[src/rtl/mem_resp_pkg.sv]
// Shared encodings for the memory responder: access sizes, FSM states and the alignment rule.
package mem_resp_pkg;

  localparam logic [1:0] SZ_BYTE = 2'b00;
  localparam logic [1:0] SZ_HALF = 2'b01;
  localparam logic [1:0] SZ_WORD = 2'b10;

  typedef enum logic [2:0] {
    IDLE,
    RD,
    RDW,
    WR,
    RSP
  } state_t;

  // A half needs an even address, a word needs a 4-byte aligned address.
  function automatic logic is_misaligned(input logic [1:0] size, input logic [1:0] off);
    logic mis;
    mis = 1'b0;
    if (size == SZ_HALF) mis = off[0];
    else if (size == SZ_WORD) mis = (off != 2'b00);
    return mis;
  endfunction

endpackage

[src/rtl/mem_responder_lane_align.sv]
// Combinational lane handling: extracts and extends load data, and merges sub-word store data
// into a word that has been read back from the SRAM.
module lane_align
  import mem_resp_pkg::*;
(
  input  logic [31:0] word,
  input  logic [31:0] new_data,
  input  logic [1:0]  offset,
  input  logic [1:0]  size,
  input  logic        is_unsigned,
  output logic [31:0] extract_c,
  output logic [31:0] merged_c
);

  logic [7:0]  byte_lane;
  logic [15:0] half_lane;

  always_comb begin
    byte_lane = word[{offset, 3'b000} +: 8];
    half_lane = word[{offset[1], 4'b0000} +: 16];
    extract_c = word;
    merged_c  = new_data;
    case (size)
      SZ_BYTE: begin
        extract_c = {{24{byte_lane[7] & ~is_unsigned}}, byte_lane};
        merged_c  = word;
        merged_c[{offset, 3'b000} +: 8] = new_data[7:0];
      end
      SZ_HALF: begin
        extract_c = {{16{half_lane[15] & ~is_unsigned}}, half_lane};
        merged_c  = word;
        merged_c[{offset[1], 4'b0000} +: 16] = new_data[15:0];
      end
      default: ;
    endcase
  end

endmodule

[src/rtl/mem_responder.sv]
// Load/store responder in front of a word-wide SRAM without byte enables; sub-word stores
// are done as read-modify-write. Optional MISALIGN_CHECK_EN rejects misaligned half/word accesses.
module mem_responder
  import mem_resp_pkg::*;
#(
  parameter int unsigned ADDR_W     = 10,
  parameter int unsigned REGION_BIT = 28
) (
  input  logic              clockCPU,
  input  logic              reset,
  input  logic              reqValid,
  output logic              reqReady,
  input  logic              reqWrite,
  input  logic [1:0]        reqSize,
  input  logic              reqUnsigned,
  input  logic [31:0]       reqAddr,
  input  logic [31:0]       reqWData,
  output logic              rspValid,
  output logic [31:0]       rspRData,
  output logic              rspErr,
  output logic              memSel,
  output logic [ADDR_W-1:0] memAddr,
  output logic [31:0]       memWData,
  output logic              memWren,
  input  logic [31:0]       memRData
);

  state_t state_q, state_d;

  logic [1:0]  off_q, off_d;
  logic [1:0]  size_q, size_d;
  logic        uns_q, uns_d;
  logic        write_q, write_d;
  logic [31:0] wdata_q, wdata_d;

  logic              ready_d, rsp_valid_d, rsp_err_d, mem_sel_d, mem_wren_d;
  logic [31:0]       rsp_rdata_d, mem_wdata_d;
  logic [ADDR_W-1:0] mem_addr_d;

  logic [1:0]  size_n;
  logic        misaligned;
  logic [31:0] extract_c, merged_c;
  logic        unused_addr;

  // Illegal size 11 behaves as a word access.
  assign size_n      = (reqSize == 2'b11) ? SZ_WORD : reqSize;
  assign unused_addr = ^reqAddr;

`ifdef MISALIGN_CHECK_EN
  assign misaligned = is_misaligned(size_n, reqAddr[1:0]);
`else
  assign misaligned = 1'b0;
`endif

  lane_align u_lane_align (
    .word       (memRData),
    .new_data   (wdata_q),
    .offset     (off_q),
    .size       (size_q),
    .is_unsigned(uns_q),
    .extract_c  (extract_c),
    .merged_c   (merged_c)
  );

  always_ff @(posedge clockCPU or negedge reset) begin
    if (!reset) begin
      state_q  <= IDLE;
      off_q    <= 2'b00;
      size_q   <= SZ_WORD;
      uns_q    <= 1'b0;
      write_q  <= 1'b0;
      wdata_q  <= 32'd0;
      reqReady <= 1'b1;
      rspValid <= 1'b0;
      rspRData <= 32'd0;
      rspErr   <= 1'b0;
      memSel   <= 1'b0;
      memAddr  <= '0;
      memWData <= 32'd0;
      memWren  <= 1'b0;
    end else begin
      state_q  <= state_d;
      off_q    <= off_d;
      size_q   <= size_d;
      uns_q    <= uns_d;
      write_q  <= write_d;
      wdata_q  <= wdata_d;
      reqReady <= ready_d;
      rspValid <= rsp_valid_d;
      rspRData <= rsp_rdata_d;
      rspErr   <= rsp_err_d;
      memSel   <= mem_sel_d;
      memAddr  <= mem_addr_d;
      memWData <= mem_wdata_d;
      memWren  <= mem_wren_d;
    end
  end

  // Next state plus the next value of every registered output.
  always_comb begin
    state_d     = state_q;
    off_d       = off_q;
    size_d      = size_q;
    uns_d       = uns_q;
    write_d     = write_q;
    wdata_d     = wdata_q;
    rsp_rdata_d = rspRData;
    rsp_err_d   = 1'b0;
    mem_sel_d   = memSel;
    mem_addr_d  = memAddr;
    mem_wdata_d = memWData;
    mem_wren_d  = 1'b0;

    case (state_q)
      IDLE: begin
        if (reqValid && reqReady) begin
          off_d      = reqAddr[1:0];
          size_d     = size_n;
          uns_d      = reqUnsigned;
          write_d    = reqWrite;
          wdata_d    = reqWData;
          mem_sel_d  = reqAddr[REGION_BIT];
          mem_addr_d = reqAddr[ADDR_W+1:2];
          if (misaligned) begin
            state_d     = RSP;
            rsp_err_d   = 1'b1;
            rsp_rdata_d = 32'd0;
          end else if (reqWrite && (size_n == SZ_WORD)) begin
            state_d     = WR;
            mem_wren_d  = 1'b1;
            mem_wdata_d = reqWData;
          end else begin
            state_d = RD;
          end
        end
      end
      RD: state_d = RDW;
      RDW: begin
        if (write_q) begin
          state_d     = WR;
          mem_wren_d  = 1'b1;
          mem_wdata_d = merged_c;
        end else begin
          state_d     = RSP;
          rsp_rdata_d = extract_c;
        end
      end
      WR: begin
        state_d     = RSP;
        rsp_rdata_d = 32'd0;
      end
      RSP: state_d = IDLE;
      default: state_d = IDLE;
    endcase

    ready_d     = (state_d == IDLE);
    rsp_valid_d = (state_d == RSP);
  end

endmodule
[config.mk]
export PLATFORM = sky130hd
export DESIGN_NAME = mem_responder
export DESIGN_NICKNAME = d
export VERILOG_FILES = /design/src/rtl/mem_resp_pkg.sv /design/src/rtl/mem_responder_lane_align.sv /design/src/rtl/mem_responder.sv
export SDC_FILE = /design/constraint.sdc
export NUM_CORES = 1
export LEC_CHECK = 0
export BUFFER_PORTS_ARGS = -buffer_cell sky130_fd_sc_hd__buf_2
export CELL_PAD_IN_SITES_DETAIL_PLACEMENT = 1
export CELL_PAD_IN_SITES_GLOBAL_PLACEMENT = 2
export CORE_ASPECT_RATIO = 0.9
export CORE_MARGIN = 2
export CORE_UTILIZATION = 33
export DETAILED_ROUTE_END_ITERATION = 8
export MAX_ROUTING_LAYER = met4
export PLACE_DENSITY_LB_ADDON = 0.1
export SKIP_CTS_REPAIR_TIMING = 1
export SYNTH_ARGS = -nofsm -noshare
export SYNTH_HDL_FRONTEND = slang
export SYNTH_SLANG_ARGS = --single-unit
[constraint.sdc]
create_clock -name clockCPU -period 2.7 [get_ports clockCPU]
set_clock_uncertainty 0.05 [all_clocks]
set_input_delay 0.405 -clock clockCPU [delete_from_list [all_inputs] [get_ports clockCPU]]
set_output_delay 0.405 -clock clockCPU [all_outputs]
set_load 0.05 [all_outputs]
==> qor.yml <==
synth-main-ff-cell: "dfrtp_1"
syn-num-nets: 650
diodes: 0
clock-sinks: 119
syn_inst: 542
start_util: 0.338
p_leak_nw: 3.49
power_mw: 11.6
switchingPower_mw: 5.65
syn_area_sq_mm: 0.00627
vias_per_cell: 5.81
worstHoldPathCells: 2
clk_path_buf_depth: 2
swShare: 0.488
antenna_found_initial: 0
synth-seq-area-share: 0.476
combPwrFrac: 0.515
rows: 47
min_period_ns: 2.60
track_usage: 0.246
fillCellCount: 2049
drc: 0
p_seq_frac: 0.301
rsz0062_at_grt: "no"
via_count: 5573
worst-endpoint-arrival_ns: 2.85
yosys_warnings: 0
synthMuxAreaShare: 0.148
path_class: "flop to flop"
core_sq_mm: 0.0185
slew_headroom: 0.345
yosys.area_share.simple: 0.0944
yosysUniqueCellTypes: 58
nets: 809
drive_gt1_frac: 0.408
routedWlPerCell_um: 24.5
maxCapViolations: 0
p_per_area_mw_per_mm2: 1450
maxSlewViolCount: 0
synth_compound_area_frac: 0.230
dr.pass1.iters: 5
synth-edff-count: 0
async_flop_share: 1.00
synth-xor-area-share: 0
p_int_mw: 5.93
die_w_um: 149
place_ws_ns: 0.0528
ys_seq_elements: 119
drtIter0Drc: 416
grt_pass1_vias: 5869
h-tree-depth: 4
hold_ws_ns: 0.168
cts_tree: "built"
clk_pin_slew_ns: 0.06
syn_area_per_cell_sq_um: 11.6
grt_max_degree: 57
drtAntennaViolNets: 0
fin_crit_sh: 0.962
syn_to_final_growth_pct: 27.1
hold_class: "input port to flop"
synth_top_family_by_area: "compound AO/OA/AOI/OAI gates"
fin_ws_ns: 0.102
max_freq_mhz: 385
cp_max_fo: 15
globalplace.congestion: 0.893
dieArea_sq_mm: 0.0201
crit_path_end_kind: "flop"
worst_pin_slew_ns: 0.975
startpoint_type: "flop"
setup_violations: 0
hold_viol_final: 0
irDropWorstVdd_v: 0.000746
hpwl_um: 17100
numPortBuffers: 161
fp.dieH_um: 135
drt-total-wl_um: 23500
ioPinCount: 182
grt_pass1_wl_um: 35800
insertion_delay_ns: 0.42
reg2regPathDepth: 5
synthAdderAreaFrac: 0.00998
grt-ovfl-total: 0
root_buffer: "clkbuf_16"
cts_buffers: 17
status: "complete, no violations"
worst_ep_required_time_ns: 2.95
ff2ff_setup_slack_ns: 0.10
setup_tns_ns: 0
clkPwrFrac: 0.185
## cells in the final DEF, fill, tap and decap left out, types with 4 or more instances in the layout
cell type  Yosys  final
buf_2         18    160
dfrtp_1      117    116
mux2_2        47     47
nor2_1        35     34
a221o_1       31     31
o2bb2ai_1     31     31
o21ai_0       27     27
buf_4          2     26
mux2i_1       24     24
a21oi_1       17     17
clkbuf_16      0     17
o221ai_1      15     15
a211oi_1      15     15
nand2_1       14     14
nand2b_1      11     11
nor4b_1        9      8
a221oi_1       8      8
a2111oi_0      8      7
a32o_1         7      7
mux4_2         7      7
o22a_1         7      7
inv_1          6      6
nand3_1        6      6
ha_1           5      5
clkinv_2       0      5
o21ai_1        4      4
nor2b_1        5      4
## metal layers
metal | share of wire | global-route usage
met1 | 0.46 | 0.335
met2 | 0.46 | 0.369
met3 | 0.059 | 0.0510
met4 | 0.025 | 0.0794
met5 | 0 | -
## synth_stat cells (all sizes together), types with 2 or more instances
cell type | n | area [sq um]
nand2 | 14 | 52.6
a221o | 31 | 310
o21ai | 31 | 155
mux2 | 47 | 529
clkbuf | 25 | 93.8
o22a | 7 | 61.3
nor3 | 3 | 15.0
mux2i | 24 | 240
nor2 | 37 | 149
inv | 8 | 30.0
nor4b | 9 | 78.8
and3 | 2 | 12.5
nand3b | 2 | 15.0
o2bb2ai | 31 | 272
a32o | 7 | 70.1
and4 | 2 | 17.5
a2111oi | 9 | 97.6
nand2b | 12 | 77.6
nand3 | 6 | 30.0
a221oi | 8 | 70.1
or2 | 2 | 12.5
ha | 5 | 62.6
o221ai | 15 | 131
dfrtp | 117 | 2930
dfstp | 2 | 52.6
mux4 | 7 | 158
a211oi | 16 | 125
nor2b | 5 | 31.3
a21oi | 17 | 85.1
buf | 24 | 135
## per-stage QoR
step           cell area (sq um)   util  cells
2_1_floorplan               6270      -    542
3_3_place_gp                7390  0.399    926
3_5_place_dp                7390  0.399    926
4_1_cts                     7940  0.429    958
5_1_grt                     7960  0.430    959
6_report                    7960  0.430    959
## sequential cells by signal, summed over array words and instances (netlist names)
| register | count |
|---|---|
| memSel | 1 |
| state_q | 3 |
| write_q | 1 |
| size_q | 2 |
| rspRData | 32 |
| off_q | 2 |
| uns_q | 1 |
| wdata_q | 32 |
| memAddr | 10 |
| memWren | 1 |
| reqReady | 1 |
| memWData | 32 |
| rspValid | 1 |
## kinds of logic after synthesis
logic type / count (synthesis)
AOI/OAI and AO/OA: 179
buffers and inverters: 57
other: 1
DFF: 119
and+or+nand+nor: 103
adders and majority gates: 5
muxes: 78
## worst max-delay path: stages, from the launching register on
cell       delay (ns)
dfrtp_1          0.70
nor2b_1          0.64
nor4b_1          0.17
a2111oi_0        0.63
buf_4            0.22
o2bb2ai_1        0.07
## power groups by stage
stage / Combinational, mW / Sequential [mW] / Clock, mW
5_1_grt: 6.35 / 3.60 / 2.26
3_5_place_dp: 5.97 / 3.49 / 0
3_3_place_gp: 5.84 / 3.45 / 0
4_1_cts: 5.99 / 3.48 / 2.18
2_1_floorplan: 2.76 / 4.89 / 0
6_report: 5.96 / 3.48 / 2.14
## cell type report
type                       count  area, sq um  share of cell area
timing repair buffer         189         1050               0.131
multi-input combinational    366         3050               0.383
inverter                       8         30.0             0.00377
tap                          245          307              0.0385
clock inverter                12          104              0.0130
clock buffer                  20          447              0.0561
sequential                   119         2980               0.375
## final timing paths
path,from,endpoint
worst max register to register,size_q[0]$_DFFE_PN0P_,memWData[11]$_DFFE_PN0P_
worst min register to register,rspRData[3]$_DFFE_PN0P_,rspRData[3]$_DFFE_PN0P_
max in group asynchronous,reset,wdata_q[0]$_DFFE_PN0P_
worst max-delay path,size_q[0]$_DFFE_PN0P_,memWData[11]$_DFFE_PN0P_
worst min-delay path,reqAddr[3],memAddr[1]$_DFFE_PN0P_
min in group asynchronous,reset,rspRData[2]$_DFFE_PN0P_
Note: power is estimated with default switching activity, not from simulation.
